## config.mk

```make
export PLATFORM = sky130hd
export DESIGN_NAME = keypad_encoder8_flat
export DESIGN_NICKNAME = d
export VERILOG_FILES = /design/src/rtl/keypad_encoder8_if.sv /design/src/rtl/keypad_encoder8.sv /design/src/flat_wrapper.sv
export SDC_FILE = /design/constraint.sdc
export NUM_CORES = 1
export LEC_CHECK = 0
export ABC_AREA = 0
export BUFFER_PORTS_ARGS = -buffer_cell sky130_fd_sc_hd__buf_2
export CORE_MARGIN = 4
export CORE_UTILIZATION = 50
export DETAILED_ROUTE_END_ITERATION = 10
export PLACE_DENSITY_LB_ADDON = 0.08
export SYNTH_ARGS = -nofsm -noshare
export SYNTH_HDL_FRONTEND = slang
export SYNTH_HIERARCHICAL = 1
export SYNTH_SLANG_ARGS = --single-unit
```

## constraint.sdc

```tcl
create_clock -name clk -period 6.7 [get_ports clk]
set_input_delay 1.005 -clock clk [delete_from_list [all_inputs] [get_ports clk]]
set_output_delay 1.005 -clock clk [all_outputs]
set_load 0.05 [all_outputs]
```

## src/rtl/keypad_encoder8_if.sv

```systemverilog
// Key-line and encoded-key bundle between the keypad encoder and its consumer.
// master = encoder side, slave = control logic / board side.
interface keypad_encoder8_if;
   logic [7:0] btn_n;
   logic [2:0] key_code;
   logic       key_valid;
   logic       key_release;
   logic       key_held;
   logic       key_multi;

   modport master (
      input  btn_n,
      output key_code, key_valid, key_release, key_held, key_multi
   );

   modport slave (
      output btn_n,
      input  key_code, key_valid, key_release, key_held, key_multi
   );
endinterface

```

## src/rtl/keypad_encoder8.sv

```systemverilog
// Debounced priority encoder for eight active-low key lines: synchronise,
// debounce press and release, report lowest-numbered pressed key.

// Two-flop synchroniser for one key line; idles high (key released).
module keypad_sync_bit (
   input  logic clk,
   input  logic rst_n,
   input  logic d_in,
   output logic q_out
);
   logic meta_q, meta_d;
   logic sync_q, sync_d;

   always_comb begin
      meta_d = d_in;
      sync_d = meta_q;
   end

   always_ff @(posedge clk or negedge rst_n) begin
      if (!rst_n) begin
         meta_q <= 1'b1;
         sync_q <= 1'b1;
      end else begin
         meta_q <= meta_d;
         sync_q <= sync_d;
      end
   end

   assign q_out = sync_q;
endmodule

module keypad_encoder8 #(
   parameter int DEBOUNCE_CYCLES = 1_000_000
) (
   input  logic               clk,
   input  logic               rst_n,
   keypad_encoder8_if.master  kp
);
   localparam int CNT_W = (DEBOUNCE_CYCLES > 2) ? $clog2(DEBOUNCE_CYCLES) : 1;
   localparam logic [CNT_W-1:0] CNT_LAST = CNT_W'(DEBOUNCE_CYCLES - 1);

   typedef enum logic [1:0] {IDLE, ARM, PRESSED, RELEASE} state_t;

   typedef struct packed {
      logic [2:0] code;
      logic       valid;
      logic       rls;
      logic       held;
      logic       multi;
   } key_out_t;

   logic [7:0]       btn_s;
   state_t           state_q, state_d;
   logic [7:0]       snap_q, snap_d;
   logic [CNT_W-1:0] cnt_q, cnt_d;
   key_out_t         out_q, out_d;
   logic             all_high;
   logic [2:0]       snap_code;
   logic [3:0]       snap_zeros;
   logic             snap_multi;

   for (genvar i = 0; i < 8; i++) begin : g_sync
      keypad_sync_bit u_sync (
         .clk   (clk),
         .rst_n (rst_n),
         .d_in  (kp.btn_n[i]),
         .q_out (btn_s[i])
      );
   end

   assign all_high = (btn_s == 8'hFF);

   // Scan high-to-low so the lowest-numbered pressed key overwrites last.
   always_comb begin
      snap_code  = 3'd0;
      snap_zeros = 4'd0;
      for (int i = 7; i >= 0; i--) begin
         if (!snap_q[i]) begin
            snap_code  = 3'(i);
            snap_zeros = snap_zeros + 4'd1;
         end
      end
      snap_multi = (snap_zeros > 4'd1);
   end

   always_comb begin
      state_d   = state_q;
      snap_d    = snap_q;
      cnt_d     = cnt_q;
      out_d     = out_q;
      out_d.valid = 1'b0;
      out_d.rls   = 1'b0;
      case (state_q)
         IDLE: begin
            if (!all_high) begin
               snap_d  = btn_s;
               cnt_d   = '0;
               state_d = ARM;
            end
         end
         ARM: begin
            if (all_high) begin
               state_d = IDLE;
            end else if (btn_s != snap_q) begin
               // Any pattern change restarts the debounce window.
               snap_d = btn_s;
               cnt_d  = '0;
            end else if (cnt_q == CNT_LAST) begin
               state_d     = PRESSED;
               out_d.code  = snap_code;
               out_d.multi = snap_multi;
               out_d.valid = 1'b1;
               out_d.held  = 1'b1;
            end else begin
               cnt_d = cnt_q + CNT_W'(1);
            end
         end
         PRESSED: begin
            if (all_high) begin
               cnt_d   = '0;
               state_d = RELEASE;
            end
         end
         RELEASE: begin
            if (!all_high) begin
               state_d = PRESSED;
            end else if (cnt_q == CNT_LAST) begin
               state_d    = IDLE;
               out_d.rls  = 1'b1;
               out_d.held = 1'b0;
            end else begin
               cnt_d = cnt_q + CNT_W'(1);
            end
         end
         default: state_d = IDLE;
      endcase
   end

   always_ff @(posedge clk or negedge rst_n) begin
      if (!rst_n) begin
         state_q <= IDLE;
         snap_q  <= 8'hFF;
         cnt_q   <= '0;
         out_q   <= '0;
      end else begin
         state_q <= state_d;
         snap_q  <= snap_d;
         cnt_q   <= cnt_d;
         out_q   <= out_d;
      end
   end

   assign kp.key_code    = out_q.code;
   assign kp.key_valid   = out_q.valid;
   assign kp.key_release = out_q.rls;
   assign kp.key_held    = out_q.held;
   assign kp.key_multi   = out_q.multi;
endmodule
```

## src/flat_wrapper.sv

```systemverilog
// flat-port wrapper written by rule: the top's interface ports become plain ports
module keypad_encoder8_flat 
#(
   parameter int DEBOUNCE_CYCLES = 1_000_000
)
  (clk, rst_n, kp_btn_n, kp_key_code, kp_key_valid, kp_key_release, kp_key_held, kp_key_multi);
  keypad_encoder8_if kp_i ();
  input  logic clk;
  input  logic rst_n;
  input wire logic [$bits(kp_i.btn_n)-1:0] kp_btn_n;
  output wire logic [$bits(kp_i.key_code)-1:0] kp_key_code;
  output wire logic [$bits(kp_i.key_valid)-1:0] kp_key_valid;
  output wire logic [$bits(kp_i.key_release)-1:0] kp_key_release;
  output wire logic [$bits(kp_i.key_held)-1:0] kp_key_held;
  output wire logic [$bits(kp_i.key_multi)-1:0] kp_key_multi;
  assign kp_i.btn_n = kp_btn_n;
  assign kp_key_code = kp_i.key_code;
  assign kp_key_valid = kp_i.key_valid;
  assign kp_key_release = kp_i.key_release;
  assign kp_key_held = kp_i.key_held;
  assign kp_key_multi = kp_i.key_multi;
  keypad_encoder8 #(.DEBOUNCE_CYCLES(DEBOUNCE_CYCLES)) u_core (.clk(clk), .rst_n(rst_n), .kp(kp_i));
endmodule
```

After elaboration in Yosys (flattened, before gate mapping). Cells that the tools add are included.

$add $sub $neg: 8. Magnitude comparators: 1. Equal/unequal tests: 17. Muxes and demuxes: 46. Bitwise operators: 2. Reduce and logical (&&, ||, !) cells: 8.

Operators with widths (count): 20-bit 2-to-1 mux (6); 20-bit case mux with 4 select lines (1); 4-bit 2-to-1 mux (7); 4-bit by 1-bit adder with 4-bit output (second input constant) (6); 2-bit 2-to-1 mux (12); 3-bit 2-to-1 mux (8); 8-bit 2-to-1 mux (3); 20-bit by 1-bit adder with 20-bit output (second input constant) (1); 20-bit equality test (second input constant) (1); 8-bit case mux with 2 select lines (1); 4-bit AND reduction (3); 2-bit by 1-bit != test with 1-bit output (second input constant) (5); 8-bit equality test (second input constant) (1); 8-bit != test (1); 2-bit case mux with 4 select lines (1); 1-bit 2-to-1 mux (6); 2-bit != test (second input constant) (3); 6-bit AND reduction (1); 5-bit AND reduction (1); 2-bit equality test (second input constant) (2); 4-bit by 1-bit > comparator with 1-bit output (second input constant) (1); 2-bit nonzero test (2); 3-bit by 1-bit != test with 1-bit output (second input constant) (1); 3-bit by 2-bit != test with 1-bit output (second input constant) (1); 6 further kinds (7).

Register bits after elaboration: 53. Logic and storage cells: 106.

Logic depth before layout (Yosys ltp). Gate-level depths: netlist of the first run.

Word-level depth: 20. Depth in mapped cells: 20.

Modules after synthesis. Netlist of the first run, hierarchy kept.

Modules (own cells, without submodules): keypad_encoder8 (times used 1, cells an instance 286, area each 2542.4 sq um, sequential area each 935.9 sq um); keypad_sync_bit (times used 8, cells an instance 2, area each 52.6 sq um, sequential area each 52.6 sq um).

Worst setup path before layout of the first run. OpenSTA, ideal clock, no wires.

Path kind: register to register. Start point: register u_core.snap_q[6]. End point: register u_core.out_q (netlist bit u_core/kp.key_multi). Arrival time: 3559 ps. Data required time: 6571 ps. Slack: 3012 ps. Cell stages (with the launch flop): 19. Buffers on the path: 1. Cells stage by stage: dfstp_2 inv_1 ha_1 clkbuf_2 xnor2_1 ha_1 xor2_1 o21ai_0 xnor2_1 nor2_1 a21oi_1 ha_1 o221ai_1 nand2_1 ha_1 nor2_1 a31oi_1 nor4b_4 a2bb2oi_1.

Longest elaborated chain between the ends: 14. Elaborated cells on any way between the ends: 17. Classes of those cells: add/sub (6); order compare (1); eq/ne (1); mux (7); bitwise (1); reduce/logical (1).

Ends and longest elaborated chain: start, declared (line keypad_encoder8.sv:54) `logic [7:0] snap_q, snap_d;`; start signal, assigned (line keypad_encoder8.sv:147) `snap_q <= snap_d;`; 4-bit 2-to-1 mux (line keypad_encoder8.sv:78) `if (!snap_q[i]) begin`; 4-bit by 1-bit adder with 4-bit output (line keypad_encoder8.sv:80) `snap_zeros = snap_zeros + 4'd1;`; 4-bit 2-to-1 mux (line keypad_encoder8.sv:78); 4-bit by 1-bit adder with 4-bit output (line keypad_encoder8.sv:80); 4-bit 2-to-1 mux (line keypad_encoder8.sv:78); 4-bit by 1-bit adder with 4-bit output (line keypad_encoder8.sv:80); 4-bit 2-to-1 mux (line keypad_encoder8.sv:78); 4-bit by 1-bit adder with 4-bit output (line keypad_encoder8.sv:80); 4-bit 2-to-1 mux (line keypad_encoder8.sv:78); 4-bit by 1-bit adder with 4-bit output (line keypad_encoder8.sv:80); 4-bit 2-to-1 mux (line keypad_encoder8.sv:78); 4-bit by 1-bit adder with 4-bit output (line keypad_encoder8.sv:80); 4-bit 2-to-1 mux (line keypad_encoder8.sv:78); 4-bit by 1-bit > comparator with 1-bit output (line keypad_encoder8.sv:83) `snap_multi = (snap_zeros > 4'd1);`; end signal, assigned (line keypad_encoder8.sv:149) `out_q <= out_d;`; end, declared (line keypad_encoder8.sv:56) `key_out_t out_q, out_d;`.

Parallel ways exist; a longest one is shown, timed or not. A chain may end at the register's enable or synchronous reset.

Worst setup path in the final report of the first run. Same ends and word-level chain as after synthesis.

==> results.py, run 1 <==
metrics = {
    "layout": {
        "fill_cells": 502,
        "post_route_cells_drive_above_1_share": 0.201,
        "nets": 334,
        "mostFrequentLayoutCells": "nand2_1, dfrtp_1, nor2_1",
        "syn_to_final_growth_pct": 7.77,
        "n_antenna_cell": 0,
        "utilization": 0.566,
        "mostFrequentLayoutCell": "nand2_1",
    },
    "die": {
        "ios": 17,
        "rows": 27,
        "die_h_um": 85.0,
        "die_w_um": 85.0,
        "die_area_sq_um": 7220,
        "start_util": 0.525,
        "core_sq_um": 5640,
    },
    "cts": {
        "worstSkewPairLatency_ps": 300,
        "cts_tree": "done",
        "numCtsBuffers": 5,
        "cts_root_buffer": "clkbuf_8",
        "cts.clk_slew.worst_paths_ps": 100,
        "postCtsSetupBuffers": 0,
        "cts_sinks": 53,
        "clock_path_buffers": 2,
        "cts-resized-gates": 0,
        "htreeDepth": 2,
        "cts_hold_buf": 0,
    },
    "global_routing": {
        "grt_max_degree": 54,
        "grtUsageTotal": 0.160,
        "grt_pass1_vias": 1972,
        "antenna_found_initial": 0,
        "gr-total-overflow": 0,
        "grt_pass1_wl_um": 9500,
    },
    "logic_synthesis": {
        "synth.area.mux_share": 0.0182,
        "synth-edff-count": 0,
        "synthAdderAreaFrac": 0.0465,
        "syn-num-nets": 323,
        "synthSimpleGateAreaFrac": 0.212,
        "synth_top_flop_cell": "dfrtp_1",
        "synth-xor-area-share": 0.116,
        "yosysUniqueCellTypes": 59,
        "synth_top_family_by_area": "simple AND/OR/NAND/NOR gates",
        "avgSynthCellArea_sq_um": 9.81,
        "ys_seq_area_frac": 0.458,
        "synthTopCellsByArea": "dfrtp_1, dfstp_2, xnor2_1",
        "netlist_area_sq_um": 2960,
        "synth_compound_area_frac": 0.114,
        "async_flop_share": 1.00,
        "syn_inst": 302,
        "synth_top_area_frac": 0.245,
        "ys_ff_latch": 53,
        "yosysWarnings": 6,
        "synth_top_area_cell": "dfrtp_1",
    },
    "drt": {
        "first_pass_iters": 4,
        "postRouteAntennaNets": 0,
        "drc": 0,
        "avgRoutedWirePerCell_um": 13.7,
        "viasPerCell": 5.35,
        "wl_met2_um": 2260,
        "drt-total-wl_um": 5310,
        "wl_met3_um": 148,
        "wl_met1_um": 2840,
        "top_layer": "met4",
        "drt_iter0_drc": 84,
        "num_vias": 2067,
    },
    "worst_setup_path": {
        "cp_cell_sequence": "inv_1 > ha_1 > xnor2_1 > ha_1 > xor2_1 > o21ai_0 > xnor2_1 > nor2_1 > a21oi_1 > ha_1 > o221ai_1 > nand2_1 > ha_1 > nor2_1 > a31oi_1 > nor4b_4 > a2bb2oi_1",
        "rr_worst_depth": 17,
        "cp_common_cell": "ha_1",
        "worstPathMaxFanout": 6,
        "start_kind": "flop",
        "cpPeakStageDelay_ps": 590,
        "r2r_start": "u_core/snap_q[6]",
        "critPathKind": "reg2reg",
        "rr_endpoint": "u_core/kp.key_multi",
        "ff2ff_setup_slack_ps": 2800,
        "critPathArrivalTime_ps": 4090,
        "critPathRequiredTime_ps": 6890,
        "crit_path_top_delay_cell": "dfstp_2",
        "endpoint_kind": "flop",
    },
    "power_and_ir_drop": {
        "ir_drop_uv": 161,
        "internal_power_uw": 500,
        "power_switching_share": 0.269,
        "clock_power_share": 0.309,
        "power_leakage_nw": 1.35,
        "power.combinational.fraction": 0.187,
        "cellPowerDensity_nw_per_um2": 214,
        "pwr-share-seq": 0.505,
        "switchingPower_uw": 184,
    },
    "hold_path": {
        "hp-start": "u_core/g_sync[7].u_sync/meta_q",
        "min_path_cells": 0,
        "hold_path_class": "reg2reg",
        "whs_endpoint": "u_core/g_sync[7].u_sync/q_out",
    },
    "status": {
        "outcome": "finished, final reports clean",
    },
    "sta": {
        "max_freq_mhz": 256,
        "setup_viol": 0,
        "hold_viol_final": 0,
        "tightest_slew_ps": 1170,
        "fin_setup_tns_ps": 0,
        "maxSlewViolCount": 0,
        "clock-skew-final_ps": 9.68,
        "finalCriticalPeriod_ps": 3900,
        "rsz0062_at_grt": "false",
        "min_period_over_period": 0.582,
        "maxSlewHeadroom": 0.217,
    },
    "place": {
        "place.port_buffers": 16,
        "hpwl_um": 3810,
        "place_congestion": 0.792,
    },
    "run": {
        "maxCapViolCount": 0,
    },
}
[state kept, by name (all words and copies together) (netlist names), named ones only]
name and flops:
u_core/cnt_q 20, u_core/g_sync.u_sync/meta_q 8, u_core/g_sync.u_sync/q_out 8, u_core/kp.key_code 3, u_core/kp.key_held 1, u_core/kp.key_multi 1
u_core/kp.key_release 1, u_core/kp.key_valid 1, u_core/snap_q 8, u_core/state_q 1
[power groups by stage]
stage / sequential (mW) / clock, mW / combinational, mW
after detailed placement: 0.351 / 0 / 0.128
final: 0.346 / 0.211 / 0.128
after CTS: 0.346 / 0.219 / 0.129
after global routing: 0.348 / 0.235 / 0.147
after global placement: 0.351 / 0 / 0.127
after floorplan: 0.344 / 0 / 0.108
[synth_stat cells, drive strengths merged (5+ instances only)]
cell and count:
a21oi 11, and3 6, clkbuf 9, dfrtp 29, dfstp 24, ha 11
inv 12, nand2 34, nand2b 8, nand3 9, nand4 7, nor2 27
o21ai 21, or3 5, xnor2 23, xor2 12
[kinds of logic (layout without fill, tap and decap cells)]
kind of cell,count (synthesis),count (layout)
flip-flops,53,53
buffers and inverters,25,37
adder cells (fa/ha/maj),11,11
XOR/XNOR,36,36
AND/OR/NAND/NOR,118,118
multiplexers,5,5
AO/OA/AOI/OAI,54,54
[per-layer routing]
layer  vias up  GRT usage
li1       1056          -
met1       984      0.244
met2        22      0.230
met3         5     0.0359
met4         0     0.0388
met5         -          0
[worst max-delay path by stage]
stage | cells past startpoint | from | to
after floorplan | 18 | u_core/snap_q[6] | u_core/kp.key_multi
after global placement | 17 | u_core/snap_q[6] | u_core/kp.key_multi
after detailed placement | 17 | u_core/snap_q[6] | u_core/kp.key_multi
after CTS | 17 | u_core/snap_q[6] | u_core/kp.key_multi
after global routing | 17 | u_core/snap_q[6] | u_core/kp.key_multi
final | 17 | u_core/snap_q[6] | u_core/kp.key_multi
[metrics by stage]
| step | setup slack [ps] | hold slack [ps] | power [mW] | instance area, sq um | cells |
|---|---|---|---|---|---|
| 2_1_floorplan | 3010 | 345 | 0.452 | 2960 | 302 |
| 3_3_place_gp | 2890 | 346 | 0.478 | 3080 | 378 |
| 3_5_place_dp | 2790 | 347 | 0.479 | 3080 | 378 |
| 4_1_cts | 2770 | 356 | 0.694 | 3190 | 386 |
| 5_1_grt | 2450 | 362 | 0.729 | 3190 | 386 |
| 6_report | 2800 | 356 | 0.685 | 3190 | 386 |
[area by class of cell]
cell class,count,area (sq um),share of cell area
multi-input combinational,224,1500,0.469
sequential,53,1360,0.425
clock buffer,7,108,0.0337
tap,72,90.1,0.0282
timing repair buffer,17,87.6,0.0274
inverter,12,45.0,0.0141
clock inverter,1,7.51,0.00235
[critical path, delay by kind of cell (launching register included)]
| family | cells | cell delay (ps) |
|---|---|---|
| AOI/OAI and AO/OA | 5 | 770 |
| xor gates and xnor gates | 3 | 590 |
| adders and majority gates | 4 | 1270 |
| buffers and inverters | 1 | 90 |
| DFF | 1 | 590 |
| and+or+nand+nor | 4 | 480 |
(Power assumes the default switching activity.)
==> run 2, diff against run 1 <==
==> constraint.sdc (replaced) <==
create_clock -name clk -period 3.2 [get_ports clk]
set_input_delay 0.48 -clock clk [delete_from_list [all_inputs] [get_ports clk]]
set_output_delay 0.48 -clock clk [all_outputs]
set_load 0.05 [all_outputs]
==> results.py, run 2 (synthesis gave the netlist of run 1 again) <==
metrics = {
    "drt": {
        "postRouteAntennaNets": 0,
        "num_vias": 2163,
        "drt_iter0_drc": 127,
        "viasPerCell": 5.26,
        "drt-total-wl_um": 5520,
        "avgRoutedWirePerCell_um": 13.4,
        "first_pass_iters": 4,
        "drc": 0,
    },
    "sta": {
        "fin_setup_tns_ps": -201,
        "min_period_over_period": 1.06,
        "max_freq_mhz": 294,
        "finalCriticalPeriod_ps": 3400,
        "tightest_slew_ps": 1140,
        "maxSlewViolCount": 0,
        "hold_slack_ps": 266,
        "hold_viol_final": 0,
        "rsz0062_at_grt": "true",
        "maxSlewHeadroom": 0.240,
        "clock-skew-final_ps": 10.8,
        "fin_ws_ps": -201,
        "setup_viol": 1,
    },
    "worst_setup_path": {
        "cp_top_family": "adder cells",
        "critPathKind": "reg2reg",
        "crit_path_start": "u_core/snap_q[6]",
        "cpPeakStageDelay_ps": 580,
        "critPathRequiredTime_ps": 3400,
        "r2r_start": "u_core/snap_q[6]",
        "cp_cell_sequence": "inv_4 > ha_4 > xnor2_4 > ha_4 > xor2_1 > o21ai_1 > xnor2_1 > nor2_1 > a21oi_2 > o21a_1 > ha_1 > nand2b_1 > nand2_2 > ha_4 > nor2_4 > a31oi_2 > nor4b_4 > a2bb2oi_2",
        "endpoint_kind": "flop",
        "start_kind": "flop",
        "worstPathMaxFanout": 3,
        "critPathArrivalTime_ps": 3600,
        "cp_common_cell": "ha_4",
        "crit_path_top_delay_cell": "dfstp_2",
        "crit_buf_inv": 1,
    },
    "layout": {
        "fin_cells": 411,
        "post_route_cells_drive_above_1_share": 0.324,
        "largest_reg_flops": 20,
        "utilization": 0.622,
        "n_antenna_cell": 0,
        "fill_cells": 498,
        "seq_area_sq_um": 1360,
        "top_register": "u_core/cnt_q",
        "postLayoutCellArea_sq_um": 3510,
        "mostFrequentLayoutCell": "nand2_1",
        "syn_to_final_growth_pct": 18.4,
        "nets": 359,
        "multiInputGateArea_sq_um": 1650,
        "mostFrequentLayoutCells": "nand2_1, dfrtp_1, buf_4",
    },
    "global_routing": {
        "grt_max_degree": 41,
        "gr-total-overflow": 0,
        "grtUsageTotal": 0.166,
        "grt_pass1_vias": 2176,
        "grt_pass1_wl_um": 9930,
        "antenna_found_initial": 0,
    },
    "status": {
        "violations": "negative setup slack",
        "outcome": "complete, but fails checks",
    },
    "power_and_ir_drop": {
        "p_total_mw": 1.51,
        "ir_drop_uv": 371,
        "cellPowerDensity_nw_per_um2": 430,
        "power_leakage_nw": 1.49,
    },
    "die": {
        "core_sq_um": 5640,
        "die_h_um": 85.0,
        "rows": 27,
        "die_area_sq_um": 7220,
        "start_util": 0.525,
        "die_w_um": 85.0,
        "ios": 17,
    },
    "place": {
        "hpwl_um": 4140,
        "place.port_buffers": 16,
        "post_dp_cell_area_sq_um": 3320,
        "place_ws_ps": -264,
        "place_congestion": 0.792,
        "numPlacedInstances": 402,
    },
    "hold_path": {
        "hold_path_class": "in2async",
    },
    "cts": {
        "cts_tree": "done",
        "cts_hold_buf": 0,
        "cts_root_buffer": "clkbuf_8",
        "cts_sinks": 53,
        "numCtsBuffers": 5,
        "clock_path_buffers": 2,
        "cts.clk_slew.worst_paths_ps": 100,
        "worstSkewPairLatency_ps": 310,
        "htreeDepth": 2,
    },
    "run": {
        "maxCapViolCount": 0,
    },
}
-- run 2: metal layers --
| layer | global-route usage | routed length, um |
|---|---|---|
| met1 | 0.241 | 2860 |
| met2 | 0.251 | 2420 |
| met3 | 0.0330 | 204 |
| met4 | 0.0432 | 38 |
| met5 | 0 | 0 |
-- run 2: cell type report --
type	instances	area share
multi-input cells	224	0.469
inverters	12	0.0136
clock inverters	3	0.00642
repair buffers	42	0.0785
flip-flops and latches	53	0.387
well taps	72	0.0257
clock buffers	5	0.0196
-- run 2: worst paths after layout --
path	to	slack (ps)	cells after the start
min in group clk	u_core/g_sync[0].u_sync/meta_q	270	1
hold reg to reg	u_core/g_sync[5].u_sync/q_out	360	0
hold / removal	u_core/cnt_q[18]	270	1
setup / recovery	u_core/kp.key_multi	-200	18
max in group asynchronous	u_core/snap_q[5]	2150	2
setup reg to reg	u_core/kp.key_multi	-200	18
-- run 2: report_power, final --
| part | internal [mW] | leakage [nW] | switching (mW) | total [mW] |
|---|---|---|---|---|
| clock | 0.155 | 0.0481 | 0.218 | 0.374 |
| combinational | 0.218 | 0.794 | 0.194 | 0.412 |
| sequential | 0.699 | 0.653 | 0.0219 | 0.721 |
-- run 2: what timing repair did --
action | CTS | global route
gates resized for setup | 3 | 14
setup endpoints to repair | 1 | 1
pin swaps | 5 | 17
setup buffers | 1 | 0
